<file path="config.mk">
export PLATFORM = sky130hd
export DESIGN_NAME = eth_frame_builder
export DESIGN_NICKNAME = d
export VERILOG_FILES = /design/src/rtl/eth_frame_builder.sv
export SDC_FILE = /design/constraint.sdc
export NUM_CORES = 1
export LEC_CHECK = 0
export ABC_CLOCK_PERIOD_IN_PS = 3700
export BUFFER_PORTS_ARGS = -buffer_cell sky130_fd_sc_hd__buf_2
export CAP_MARGIN = 20
export CORE_ASPECT_RATIO = 0.9
export CORE_MARGIN = 2
export CORE_UTILIZATION = 35
export DETAILED_ROUTE_END_ITERATION = 8
export PLACE_DENSITY = 0.52
export SLEW_MARGIN = 20
export SYNTH_ARGS = -nofsm -noshare
export SYNTH_HDL_FRONTEND = slang
export SYNTH_SLANG_ARGS = --single-unit
</file>
<file path="constraint.sdc">
create_clock -name clk -period 3.7 [get_ports clk]
set_input_delay 0.37 -clock clk [delete_from_list [all_inputs] [get_ports clk]]
set_output_delay 0.37 -clock clk [all_outputs]
set_load 0.05 [all_outputs]
</file>
<file path="src/rtl/eth_frame_builder.sv">
// eth_frame_builder
//   Transmit-side Ethernet frame assembler. Takes one metadata record (dst MAC,
//   src MAC, EtherType) and a byte-wide AXI-S payload, and emits a byte-wide
//   AXI-S frame: 14-byte header, the payload passed through with zero latency,
//   then optional zero padding up to MIN_FRAME_BYTES (FCS excluded).
//
// Ports
//   clk, rst_n                       clock, asynchronous active-low reset
//   meta_valid/meta_ready            metadata handshake (ready only in IDLE)
//   meta_dst_mac/src_mac/ethertype   header fields, most significant byte sent first
//   s_tdata/s_tvalid/s_tready/s_tlast  payload stream in
//   m_tdata/m_tvalid/m_tready/m_tlast  frame stream out
//   frame_start                      pulse on transfer of header byte 0
//   header_done                      pulse on transfer of header byte 13
//   frame_end                        pulse on transfer with m_tlast=1
//   frames_sent                      completed frame count, wraps
module eth_frame_builder #(
  parameter int unsigned DATA_WIDTH      = 8,
  parameter int unsigned MIN_FRAME_BYTES = 60,
  parameter bit          PAD_EN          = 1'b1
) (
  input  logic                  clk,
  input  logic                  rst_n,
  input  logic                  meta_valid,
  output logic                  meta_ready,
  input  logic [47:0]           meta_dst_mac,
  input  logic [47:0]           meta_src_mac,
  input  logic [15:0]           meta_ethertype,
  input  logic [DATA_WIDTH-1:0] s_tdata,
  input  logic                  s_tvalid,
  output logic                  s_tready,
  input  logic                  s_tlast,
  output logic [DATA_WIDTH-1:0] m_tdata,
  output logic                  m_tvalid,
  input  logic                  m_tready,
  output logic                  m_tlast,
  output logic                  frame_start,
  output logic                  header_done,
  output logic                  frame_end,
  output logic [31:0]           frames_sent
);

  if (DATA_WIDTH != 8) begin : g_chk_width
    $fatal(1, "eth_frame_builder: only DATA_WIDTH=8 is supported");
  end
  if (MIN_FRAME_BYTES < 15) begin : g_chk_min
    $fatal(1, "eth_frame_builder: MIN_FRAME_BYTES must be >= 15");
  end

  typedef enum logic [1:0] {StIdle, StHdr, StPay, StPad} state_e;

  state_e      state_q;
  logic [3:0]  hdr_idx_q;
  logic [15:0] len_q;
  logic [47:0] dst_q;
  logic [47:0] src_q;
  logic [15:0] type_q;
  logic [31:0] frames_sent_q;

  logic [7:0]  hdr_byte;
  logic [15:0] len_next;
  logic        pad_needed;
  logic        pad_last;
  logic        m_xfer;

  // Saturating length; only used to decide padding, never to cut a frame.
  assign len_next   = (len_q == 16'hFFFF) ? len_q : len_q + 16'd1;
  // Would the frame still be short once the current payload byte is counted?
  assign pad_needed = PAD_EN && (({1'b0, len_q} + 17'd1) < 17'(MIN_FRAME_BYTES));
  assign pad_last   = (32'(len_q) == (MIN_FRAME_BYTES - 32'd1));

  always_comb begin
    hdr_byte = 8'h00;
    unique case (hdr_idx_q)
      4'd0:    hdr_byte = dst_q[47:40];
      4'd1:    hdr_byte = dst_q[39:32];
      4'd2:    hdr_byte = dst_q[31:24];
      4'd3:    hdr_byte = dst_q[23:16];
      4'd4:    hdr_byte = dst_q[15:8];
      4'd5:    hdr_byte = dst_q[7:0];
      4'd6:    hdr_byte = src_q[47:40];
      4'd7:    hdr_byte = src_q[39:32];
      4'd8:    hdr_byte = src_q[31:24];
      4'd9:    hdr_byte = src_q[23:16];
      4'd10:   hdr_byte = src_q[15:8];
      4'd11:   hdr_byte = src_q[7:0];
      4'd12:   hdr_byte = type_q[15:8];
      4'd13:   hdr_byte = type_q[7:0];
      default: hdr_byte = 8'h00;
    endcase
  end

  // Stream outputs decode from state; PAY is a zero-latency pass-through.
  always_comb begin
    meta_ready = 1'b0;
    m_tvalid   = 1'b0;
    m_tdata    = '0;
    m_tlast    = 1'b0;
    s_tready   = 1'b0;
    unique case (state_q)
      StIdle: meta_ready = 1'b1;
      StHdr: begin
        m_tvalid = 1'b1;
        m_tdata  = hdr_byte;
      end
      StPay: begin
        m_tvalid = s_tvalid;
        m_tdata  = s_tdata;
        s_tready = m_tready;
        m_tlast  = s_tlast && !pad_needed;
      end
      StPad: begin
        m_tvalid = 1'b1;
        m_tlast  = pad_last;
      end
      default: meta_ready = 1'b0;
    endcase
  end

  assign m_xfer      = m_tvalid && m_tready;
  assign frame_start = m_xfer && (state_q == StHdr) && (hdr_idx_q == 4'd0);
  assign header_done = m_xfer && (state_q == StHdr) && (hdr_idx_q == 4'd13);
  assign frame_end   = m_xfer && m_tlast;
  assign frames_sent = frames_sent_q;

  always_ff @(posedge clk or negedge rst_n) begin
    if (!rst_n) begin
      state_q       <= StIdle;
      hdr_idx_q     <= 4'd0;
      len_q         <= 16'd0;
      dst_q         <= 48'd0;
      src_q         <= 48'd0;
      type_q        <= 16'd0;
      frames_sent_q <= 32'd0;
    end else begin
      if (frame_end) begin
        frames_sent_q <= frames_sent_q + 32'd1;
      end
      unique case (state_q)
        StIdle: begin
          if (meta_valid) begin
            dst_q     <= meta_dst_mac;
            src_q     <= meta_src_mac;
            type_q    <= meta_ethertype;
            hdr_idx_q <= 4'd0;
            len_q     <= 16'd0;
            state_q   <= StHdr;
          end
        end
        StHdr: begin
          if (m_tready) begin
            hdr_idx_q <= hdr_idx_q + 4'd1;
            len_q     <= len_next;
            if (hdr_idx_q == 4'd13) begin
              state_q <= StPay;
            end
          end
        end
        StPay: begin
          if (s_tvalid && m_tready) begin
            len_q <= len_next;
            if (s_tlast) begin
              state_q <= pad_needed ? StPad : StIdle;
            end
          end
        end
        StPad: begin
          if (m_tready) begin
            len_q <= len_next;
            if (pad_last) begin
              state_q <= StIdle;
            end
          end
        end
        default: state_q <= StIdle;
      endcase
    end
  end

endmodule

</file>
Yosys cells after proc, flatten, opt, wreduce, memory -nomap -nowiden
Index checks and enable logic that the tools add are counted.

storage, ports and cells
  bits of input ports = 126
  word-level logic and storage cells = 77
  output and inout port bits = 47
  flip-flop bits (word level) = 166

operators by class
  add/sub/neg operators = 4
  equality and inequality tests = 26
  magnitude comparators = 1
  reductions and logical operators = 16
  multiplexer cells = 23

operators with widths
  kind                   count
  $pmux 8 s14            1
  $mux 16                4
  $pmux 16 s3            1
  $add 32x1->32 const B  1
  $eq 4x4->1 const B     6
  $add 16x1->17 const B  1
  $lt 17x6->1 const B    1
  $add 16x1->16 const B  1
  $eq 16x16->1 const B   1
  $eq 16x6->1 const B    1
  $eq 4x3->1 const B     4
  $mux 2                 8
  $pmux 8 s2             1
  $ne 2x2->1 const B     6
  $eq 4x2->1 const B     2
  $mux 4                 2
  $pmux 2 s4             1
  $pmux 4 s2             1
  $logic_and 1x1->1      7
  $reduce_and 7->1       1
  $reduce_and 3->1       2
  $add 4x1->4 const B    1
  $eq 2x2->1 const B     2
  $eq 4x1->1 const B     1
  other kinds (10)       13

Longest topological paths before layout
Gate-level depths: netlist (run 1).

  word-level depth = 6
  mapped depth = 10
  gate-level depth less buffers = 9

Worst setup path after synthesis (run 1)
OpenSTA, ideal clock, no wires.

  path type = register to register
  from = register state_q[0]
  to = register frames_sent_q[1], in the netlist frames_sent[1]
  setup slack = 0.304 ns
  data required time = 3.573 ns
  cell stages (with the launch flop) = 8
  path buffers = 1
  setup time = 0.127 ns
  arrival = 3.269 ns
  clock period less this slack = 3.396 ns
  cells stage by stage = dfrtp_1 > inv_1 > ha_1 > a21oi_1 > nand2_1 > clkbuf_1 > nor2_1 > mux2_1

between the ends
  longest elaborated chain between the ends = 5
  elaborated cells on any way between the ends = 8
  classes of those cells = eq/ne (3); mux (2); reduce/logical (3)

ends and longest elaborated chain
  what                                      RTL line  source
  start, declared                           52        state_e state_q;
  start signal, assigned                    128       state_q <= StIdle;
  start signal, assigned                    147       state_q <= StHdr;
  start signal, assigned                    155       state_q <= StPay;
  $eq 2x1->1 or $eq 2x2->1 (tied branches)  100       unique case (state_q)
  $reduce_or 2->1 (no source line)          n/a
  $pmux 1 s2 *                              100
  via m_tvalid                              34        output logic m_tvalid,
  $logic_and 1x1->1 *                       120       assign m_xfer = m_tvalid && m_tready;
  $logic_and 1x1->1 *                       123       assign frame_end = m_xfer && m_tlast;
  via frame_end                             39        output logic frame_end,
  end signal, assigned                      137       frames_sent_q <= frames_sent_q + 32'd1;
  end, declared                             58        logic [31:0] frames_sent_q;

Mark *: on every way through the listed nets, which the timed path passes. The rest lies on a longest branch.
A chain may end at the register's enable or synchronous reset.

Final worst setup path (run 1)
  from = register hdr_idx_q[0]
  to = output m_tdata[1]

between the ends
  longest elaborated chain between the ends = 3
  elaborated cells on any way between the ends = 16
  classes of those cells = eq/ne (13); mux (2); reduce/logical (1)

ends and longest elaborated chain
  what                                      RTL line  source
  start, declared                           53        logic [3:0] hdr_idx_q;
  start signal, assigned                    152       hdr_idx_q <= hdr_idx_q + 4'd1;
  $eq 4x4->1, or another cell as far along  74        unique case (hdr_idx_q)
  $pmux 8 s14 *                             74
  $pmux 8 s2 *                              100
  end, declared                             33        output logic [DATA_WIDTH-1:0] m_tdata,

Mark *: on every way between the ends. The rest lies on a longest branch, timed or not.

==> impl_metrics.ini, run 1 <==
[timing]
timing.final.hold_violations = 0
final_min_period_over_clock_period_pct = 91.7
final-max-slew-violation-count = 0
clock.fmax_ghz = 0.295
final-setup-viol-count = 0
clock_skew_ns = 0.0185
finalWorstPathRequiredPeriod_ns = 3.39
timing.max_slew.rel_slack_pct = 36.5
worst_slew_pin_slew_ns = 0.953
timing.final.ws_setup_ns = 0.307
rsz0062_at_grt = false
finalSetupTns_ns = 0

[run]
max_cap_check_violation_count = 0

[clocking]
clkLatencyLatePin_ns = 0.43
cts_post_setup_buffers_inserted = 0
cts_inserted_buffers = 17
clk_root_buffer_cell = clkbuf_16
clock_tree.buffer_depth = 2
htree_levels = 4
path_clk_slew_ns = 0.07
clock_tree_from_tritoncts = built
clock-sinks = 166

[route]
dr.first_iter.drc_count = 648
route.antenna.remaining_nets = 0
wire_per_inst_um = 19.4
detailed_route_via_count = 6680
number_of_detailed_route_iterations_in_the_first_pass = 7
route.detailed.vias_per_inst = 5.40
routed_wl_um = 23900
drc_violations_left = 0

[die]
floorplan.die_area_um2 = 25400
start_util_pct = 35.9
die_extent_in_x_um = 168
core-area_um2 = 23500
ioPinCount = 173
chipHeight_um = 151
num_rows = 53

[cells_and_area]
layout-area-overhead-vs-synth_pct = 21.2
final_cell_count_no_fill = 1236
fin_nets = 1056
nFillCells = 2306
layout-drive-gt1-share_pct = 37.9

[grt]
grt_overflow_total = 0
grt_use_total_pct = 19.0
global_route_wire_length_before_repair_um = 37500
grt_use_met1_pct = 28.7
gr-usage-met2_pct = 28.0
gr-usage-met3_pct = 3.84
grt.busiest_layer = met1
grt_pass1_vias = 6627
grt_max_degree = 81
antenna_found_initial = 0

[power_and_ir_drop]
p_leak_nw = 4.61
vdd_ir_drop_max_v = 0.000286
pwr_density_cell_nw_per_um2 = 760

[logic_synthesis]
ys_async_sr_fraction_pct = 100
mappedNetlistArea_um2 = 8460
yosys-top-cells-count = 166 x dfrtp_1, 112 x mux2_2, 48 x a21oi_1, 44 x clkbuf_1, 39 x nand2_1
part_of_the_yosys_area_used_for_sequential_elements_pct = 49.1
area_share_of_the_leading_cell_type_in_the_synthesized_netlist_pct = 49.1
net_count_after_synthesis = 898
synth-edff-count = 0
yosys_most_used_dff = dfrtp_1
synthesis.area_per_instance_um2 = 11.1
synthMostInstantiatedCell = dfrtp_1
ys_ff_latch = 166
synth_area_leader_cell = dfrtp_1
syn_inst = 762
yosysUniqueCellTypes = 63
yosys-top-cells-area = dfrtp_1 49%, mux2_2 15%, xor2_1 3.2%
synth.yosys.warnings = 0

[hold_path]
hold_path_class = input pin to register

[placed_design]
gp_congestion = 0.839
placed_instance_count = 1202
pre_cts_ws_ns = 0.645
dp_hpwl_um = 17200
place.port_buffers = 172

[worst_setup_path]
critical_path.endpoint_type = output pin
crit_path_start_kind = register
critPathArrivalTime_ns = 3.02
path_max_fanout = 17
timing_worst_setup_path_type = register to output pin
crit_required_ns = 3.33

[outcome]
run_status = finished, final reports clean
sequential cells by signal (all words and copies together) (netlist names):
| name | count |
|---|---|
| hdr_idx_q | 4 |
| len_q | 16 |
| dst_q | 48 |
| type_q | 16 |
| state_q | 2 |
| src_q | 48 |
| frames_sent | 32 |
area by class of cell:
type | instances | area, um^2 | share of cell area, %
sequential | 166 | 4150 | 40.5
multi-input combinational | 525 | 4030 | 39.3
timing repair buffer | 196 | 1060 | 10.4
clock buffer | 19 | 433 | 4.23
tap | 302 | 378 | 3.69
clock inverter | 13 | 133 | 1.29
inverter | 14 | 52.6 | 0.513
antenna | 1 | 2.50 | 0.0244
final timing paths:
path | startpoint | endpoint | slack (ns) | cells past startpoint
setup / recovery | hdr_idx_q[0] | m_tdata[1] | 0.31 | 9
hold / removal | meta_dst_mac[7] | dst_q[7] | 0.17 | 2
min in group asynchronous | rst_n | frames_sent[15] | 0.45 | 2
max in group asynchronous | rst_n | hdr_idx_q[0] | 2.39 | 3
setup reg to reg | len_q[0] | frames_sent[7] | 0.90 | 10
hold reg to reg | frames_sent[31] | frames_sent[31] | 0.46 | 1
metal layers:
metal	part of all wire, %	wire length [um]
met4	0.69	166
met2	44	10400
met3	5.5	1310
met5	0	0
met1	50	12000
per-stage QoR:
| step | hold slack (ns) | instance area [um^2] | util, % | power [mW] |
|---|---|---|---|---|
| final | 0.168 | 10200 | 43.5 | 7.79 |
| after global routing | 0.148 | 10200 | 43.5 | 8.29 |
| after CTS | 0.150 | 10200 | 43.5 | 7.83 |
| after detailed placement | 0.367 | 9660 | 41.0 | 6.07 |
| after global placement | 0.374 | 9660 | 41.0 | 6.04 |
| after floorplan | 0.0744 | 8460 | - | 5.07 |
timing repair:
action                                 in CTS  in global routing
gates resized for setup                     0                  2
endpoints found under the hold margin      56                  0
setup endpoints to repair                   0                  2
hold buffers                                1                  0
power by group:
part / leakage, nW / switching (mW) / internal, mW
sequential: 2.04 / 0.447 / 2.50
combinational: 2.29 / 1.78 / 1.34
clock: 0.276 / 0.825 / 0.899
total: 4.61 / 3.05 / 4.74
kinds of logic (layout without fill, tap and decap cells):
group	count (synthesis)	after routing	share of synthesized area, %
compound gates	189	189	15.6
xor+xnor	31	31	3.21
fa+ha+maj	10	10	1.48
buf+inv	71	242	3.36
flops	166	166	49.1
mux	117	117	15.5
other cells	0	1	0
simple gates	178	178	11.7
placed cells by master, fill, tap and decap left out, types with 14 or more instances in the layout:
master     count
buf_2        171
dfrtp_1      166
mux2_2       112
a21oi_1       48
nand2_1       38
o21ai_0       33
xor2_1        31
nand3_1       30
a22oi_1       24
nor2_1        23
buf_4         22
clkbuf_16     17
and3_1        16
inv_1         14
critical path, stage by stage, from the launching register on:
cell      delay (ns)
dfrtp_1         0.45
inv_1           0.14
ha_1            0.44
buf_4           0.34
a22o_1          0.20
a221oi_1        0.09
a21oi_1         0.15
o21ai_0         0.10
a21boi_0        0.34
buf_2           0.34
Note: power is estimated with default switching activity, not from simulation.
==> inputs of run 2 (changes only) <==
--- a/config.mk
+++ b/config.mk
@@ -5,7 +5,7 @@
 export SDC_FILE = /design/constraint.sdc
 export NUM_CORES = 1
 export LEC_CHECK = 0
-export ABC_CLOCK_PERIOD_IN_PS = 3700
+export ABC_CLOCK_PERIOD_IN_PS = 4150
 export BUFFER_PORTS_ARGS = -buffer_cell sky130_fd_sc_hd__buf_2
 export CAP_MARGIN = 20
 export CORE_ASPECT_RATIO = 0.9
==> constraint.sdc (replaced) <==
create_clock -name clk -period 4.15 [get_ports clk]
set_input_delay 0.415 -clock clk [delete_from_list [all_inputs] [get_ports clk]]
set_output_delay 0.415 -clock clk [all_outputs]
set_load 0.05 [all_outputs]
==> impl_metrics.ini, run 2 (synthesis results as in run 1) <==
[outcome]
run_status = finished with violations
violations = negative hold slack

[timing]
final-setup-viol-count = 0
worst_hold_slack_ns = -0.0214
timing.max_slew.rel_slack_pct = 31.5
rsz0062_at_grt = false
finalWorstPathRequiredPeriod_ns = 3.76
clock.fmax_ghz = 0.266
timing.final.hold_violations = 5
clock_skew_ns = 0.0159
worst_slew_pin_slew_ns = 1.03
final-max-slew-violation-count = 0
finalSetupTns_ns = 0
final_min_period_over_clock_period_pct = 90.5

[route]
routed_wl_um = 23600
wire_per_inst_um = 19.3
dr.first_iter.drc_count = 389
drc_violations_left = 0
detailed_route_via_count = 6618
route.detailed.vias_per_inst = 5.40
number_of_detailed_route_iterations_in_the_first_pass = 5
route.antenna.remaining_nets = 0

[cells_and_area]
layout-area-overhead-vs-synth_pct = 20.3
layout_commonest_cell = buf_2
final_cell_mix = 171 x buf_2, 166 x dfrtp_1, 112 x mux2_2
layout-drive-gt1-share_pct = 37.3
antenna_cells_inserted = 0
fin_nets = 1046

[grt]
grt_overflow_total = 0
global_route_wire_length_before_repair_um = 37000
grt_pass1_vias = 6391
grt_max_degree = 87
grt_use_total_pct = 18.8
antenna_found_initial = 0

[clocking]
htree_levels = 4
clock_tree_from_tritoncts = built
cts.hold.buffers_added = 0
cts_inserted_buffers = 17
postCtsResizedCells = 0
clock-sinks = 166
clock_tree.buffer_depth = 2
clkLatencyLatePin_ns = 0.44
cts_post_setup_buffers_inserted = 0
clk_root_buffer_cell = clkbuf_16
path_clk_slew_ns = 0.08

[power_and_ir_drop]
power_switching_share_pct = 39.0
p_leak_nw = 4.57
comb_power_share_pct = 38.9
cell_internal_pwr_mw = 4.21
vdd_ir_drop_max_v = 0.000354
share_seq_of_total_power_pct = 38.4
power.net_switching_mw = 2.69
pwr_density_cell_nw_per_um2 = 678
pwr-share-clk_pct = 22.7

[die]
floorplan.die_area_um2 = 25400
start_util_pct = 35.9
core-area_um2 = 23500
ioPinCount = 173
num_rows = 53
die_extent_in_x_um = 168
chipHeight_um = 151

[worst_setup_path]
ff2ff_setup_slack_ns = 0.97
crit_required_ns = 3.73
crit_path_start_kind = register
path_max_fanout = 13
critPathArrivalTime_ns = 3.34
critical_path.endpoint_type = output pin
timing_worst_setup_path_type = register to output pin

[placed_design]
gp_congestion = 0.844
place.port_buffers = 172
dp_hpwl_um = 16800

[hold_path]
hold_path_class = input pin to async pin

[run]
max_cap_check_violation_count = 0
==> run 2: cell count changes in the layout (fill, tap and decap cells not counted), sizes merged <==
cell         previous run  this run
buf                   195       186
diode                   1         0
dlygate4sd3             1         0
==> run 2: power groups by stage <==
stage                     logic (mW)  clock network, mW  registers, mW
after global placement          2.67                  0           2.67
after global routing            2.96               1.67           2.73
final                           2.69               1.57           2.65
after CTS                       2.70               1.61           2.64
after detailed placement        2.70                  0           2.67
after floorplan                 2.01                  0           2.51
==> run 2: layout make-up <==
cell class	count	area, um^2
clock buffer	19	443
clock inverter	13	135
fill	2292	13400
inverter	14	52.6
multi-input combinational	525	4030
sequential	166	4150
tap	302	378
timing repair buffer	186	985
==> run 2: worst max-delay path: stages, from the launching register on <==
cell and delay (ns):
dfrtp_1 0.46, ha_1 0.28, nand3_1 0.25, nor4_2 0.41, mux2_1 0.37, a211o_2 0.35, o21ai_4 0.38, nor2_1 0.16
buf_2 0.24
==> run 2: per-layer routing <==
| metal | up-vias | global-route usage (%) | part of all wire, % |
|---|---|---|---|
| met5 | - | 0 | 0 |
| met4 | 0 | 4.96 | 1.1 |
| met3 | 15 | 3.69 | 4.4 |
| met2 | 155 | 27.2 | 43 |
| met1 | 3304 | 28.7 | 51 |
| li1 | 3144 | - | - |
==> run 2: final timing paths <==
kind,startpoint,endpoint,cells past startpoint
max in group asynchronous,rst_n,src_q[30],2
worst max register to register,state_q[0],frames_sent[30],10
worst min-delay path,rst_n,frames_sent[17],1
worst max-delay path,len_q[0],frame_end,8
min in group clk,meta_dst_mac[2],dst_q[2],2
worst min register to register,frames_sent[31],frames_sent[31],1
==> run 2: through the flow <==
| step | area [um^2] | cells | utilization (%) | total power, mW | setup WS, ns |
|---|---|---|---|---|---|
| floorplan | 8460 | 762 | - | 4.52 | 0.754 |
| global placement | 9590 | 1193 | 40.8 | 5.34 | 0.904 |
| detailed placement | 9590 | 1193 | 40.8 | 5.36 | 0.836 |
| CTS | 10200 | 1225 | 43.2 | 6.95 | 0.355 |
| global route | 10200 | 1225 | 43.2 | 7.36 | 0.107 |
| finish | 10200 | 1225 | 43.2 | 6.90 | 0.393 |
==> inputs of run 3 (changes only) <==
--- a/config.mk
+++ b/config.mk
@@ -12,6 +12,7 @@
 export CORE_MARGIN = 2
 export CORE_UTILIZATION = 35
 export DETAILED_ROUTE_END_ITERATION = 8
+export HOLD_SLACK_MARGIN = 0.08
 export PLACE_DENSITY = 0.52
 export SLEW_MARGIN = 20
 export SYNTH_ARGS = -nofsm -noshare
==> impl_metrics.ini, run 3 (synthesis results as in run 1) <==
[placed_design]
placed_instance_count = 1193
dp_hpwl_um = 16800
gp_congestion = 0.844
place.port_buffers = 172
pre_cts_ws_ns = 0.836

[timing]
timing.final.hold_violations = 0
final_min_period_over_clock_period_pct = 90.5
clock.fmax_ghz = 0.266
rsz0062_at_grt = false
final-max-slew-violation-count = 0
worst_slew_pin_slew_ns = 1.02
timing.max_slew.rel_slack_pct = 32.1
final-setup-viol-count = 0
clock_skew_ns = 0.0169
timing.final.ws_setup_ns = 0.394
finalWorstPathRequiredPeriod_ns = 3.76
finalSetupTns_ns = 0

[power_and_ir_drop]
totalPowerFinal_mw = 6.90
vdd_ir_drop_max_v = 0.000353
p_leak_nw = 4.58
pwr_density_cell_nw_per_um2 = 678

[grt]
grt_max_degree = 87
grt_use_met1_pct = 28.7
global_route_wire_length_before_repair_um = 37000
grt_overflow_total = 0
gr-usage-met3_pct = 3.69
antenna_found_initial = 0
grt_pass1_vias = 6401
gr-usage-met2_pct = 27.2
grt.busiest_layer = met1
grt_use_total_pct = 18.8

[cells_and_area]
seqCellArea_um2 = 4150
fin_nets = 1047
layout-area-overhead-vs-synth_pct = 20.4
antenna_cells_inserted = 0
utilization_pct = 43.3
final_cell_mix = 171 x buf_2, 166 x dfrtp_1, 112 x mux2_2
layout_commonest_cell = buf_2
nFillCells = 2291
layout-drive-gt1-share_pct = 37.2
final_cell_count_no_fill = 1226
area_of_the_multi_input_gates_um2 = 4030

[clocking]
clock_tree_from_tritoncts = built
clkLatencyLatePin_ns = 0.44
postCtsResizedCells = 0
cts_post_setup_buffers_inserted = 0
cts.hold.buffers_added = 1
clk_root_buffer_cell = clkbuf_16
path_clk_slew_ns = 0.08
cts_inserted_buffers = 17
clock_tree.buffer_depth = 2
clock-sinks = 166
htree_levels = 4

[die]
start_util_pct = 35.9
die_extent_in_x_um = 168
ioPinCount = 173
floorplan.die_area_um2 = 25400
num_rows = 53
chipHeight_um = 151
core-area_um2 = 23500

[run]
max_cap_check_violation_count = 0

[worst_setup_path]
path_max_fanout = 13
critPathArrivalTime_ns = 3.34
crit_path_start_kind = register
timing_worst_setup_path_type = register to output pin
critical_path.endpoint_type = output pin
crit_required_ns = 3.73

[route]
route.antenna.remaining_nets = 0
routed_wl_um = 23600
route.detailed.vias_per_inst = 5.41
drc_violations_left = 0
dr.first_iter.drc_count = 425
number_of_detailed_route_iterations_in_the_first_pass = 5
detailed_route_via_count = 6630
wire_per_inst_um = 19.2

[hold_path]
hold_path_class = input pin to register

[outcome]
run_status = finished, final reports clean
run 3: cell types whose count changed in the layout (fill, tap and decap cells not counted):
cell	change
dlygate4sd3_1	+1
run 3: layer usage:
metal  share of wire [%]  vias to the layer above  routed length [um]
li1                    -                     3143                   -
met3                 4.7                       15                1120
met1                  51                     3294               11900
met2                  44                      178               10300
met4                 1.1                        0                 257
met5                   0                        -                   0
run 3: area by class of cell:
| cell class | instances | area share, % |
|---|---|---|
| Sequential cell | 166 | 40.8 |
| Tap cell | 302 | 3.71 |
| Inverter | 14 | 0.516 |
| Multi-Input combinational cell | 525 | 39.5 |
| Clock inverter | 13 | 1.33 |
| Clock buffer | 19 | 4.35 |
| Timing Repair Buffer | 187 | 9.77 |
run 3: final timing paths:
kind	start	end	cells past startpoint	slack, ns
min in group asynchronous	rst_n	frames_sent[17]	2	0.56
worst max-delay path	len_q[0]	frame_end	8	0.39
worst min-delay path	meta_dst_mac[2]	dst_q[2]	2	0.20
worst min register to register	frames_sent[31]	frames_sent[31]	1	0.47
max in group asynchronous	rst_n	src_q[30]	3	2.65
worst max register to register	state_q[0]	frames_sent[30]	10	0.97
run 3: stage by stage:
| stage | area (um^2) | hold WS, ns |
|---|---|---|
| finish | 10200 | 0.205 |
| global route | 10200 | 0.197 |
| CTS | 10200 | 0.191 |
| detailed placement | 9590 | 0.462 |
| global placement | 9590 | 0.453 |
| floorplan | 8460 | 0.119 |
run 3: power breakdown:
| part | internal [mW] | switching (mW) |
|---|---|---|
| logic | 1.16 | 1.53 |
| clock network | 0.820 | 0.746 |
| registers | 2.23 | 0.414 |
run 3: critical path, stage by stage (launching register included):
cell and delay (ns):
dfrtp_1 0.46, ha_1 0.28, nand3_1 0.25, nor4_2 0.41
mux2_1 0.37, a211o_2 0.35, o21ai_4 0.38, nor2_1 0.16
buf_2 0.24
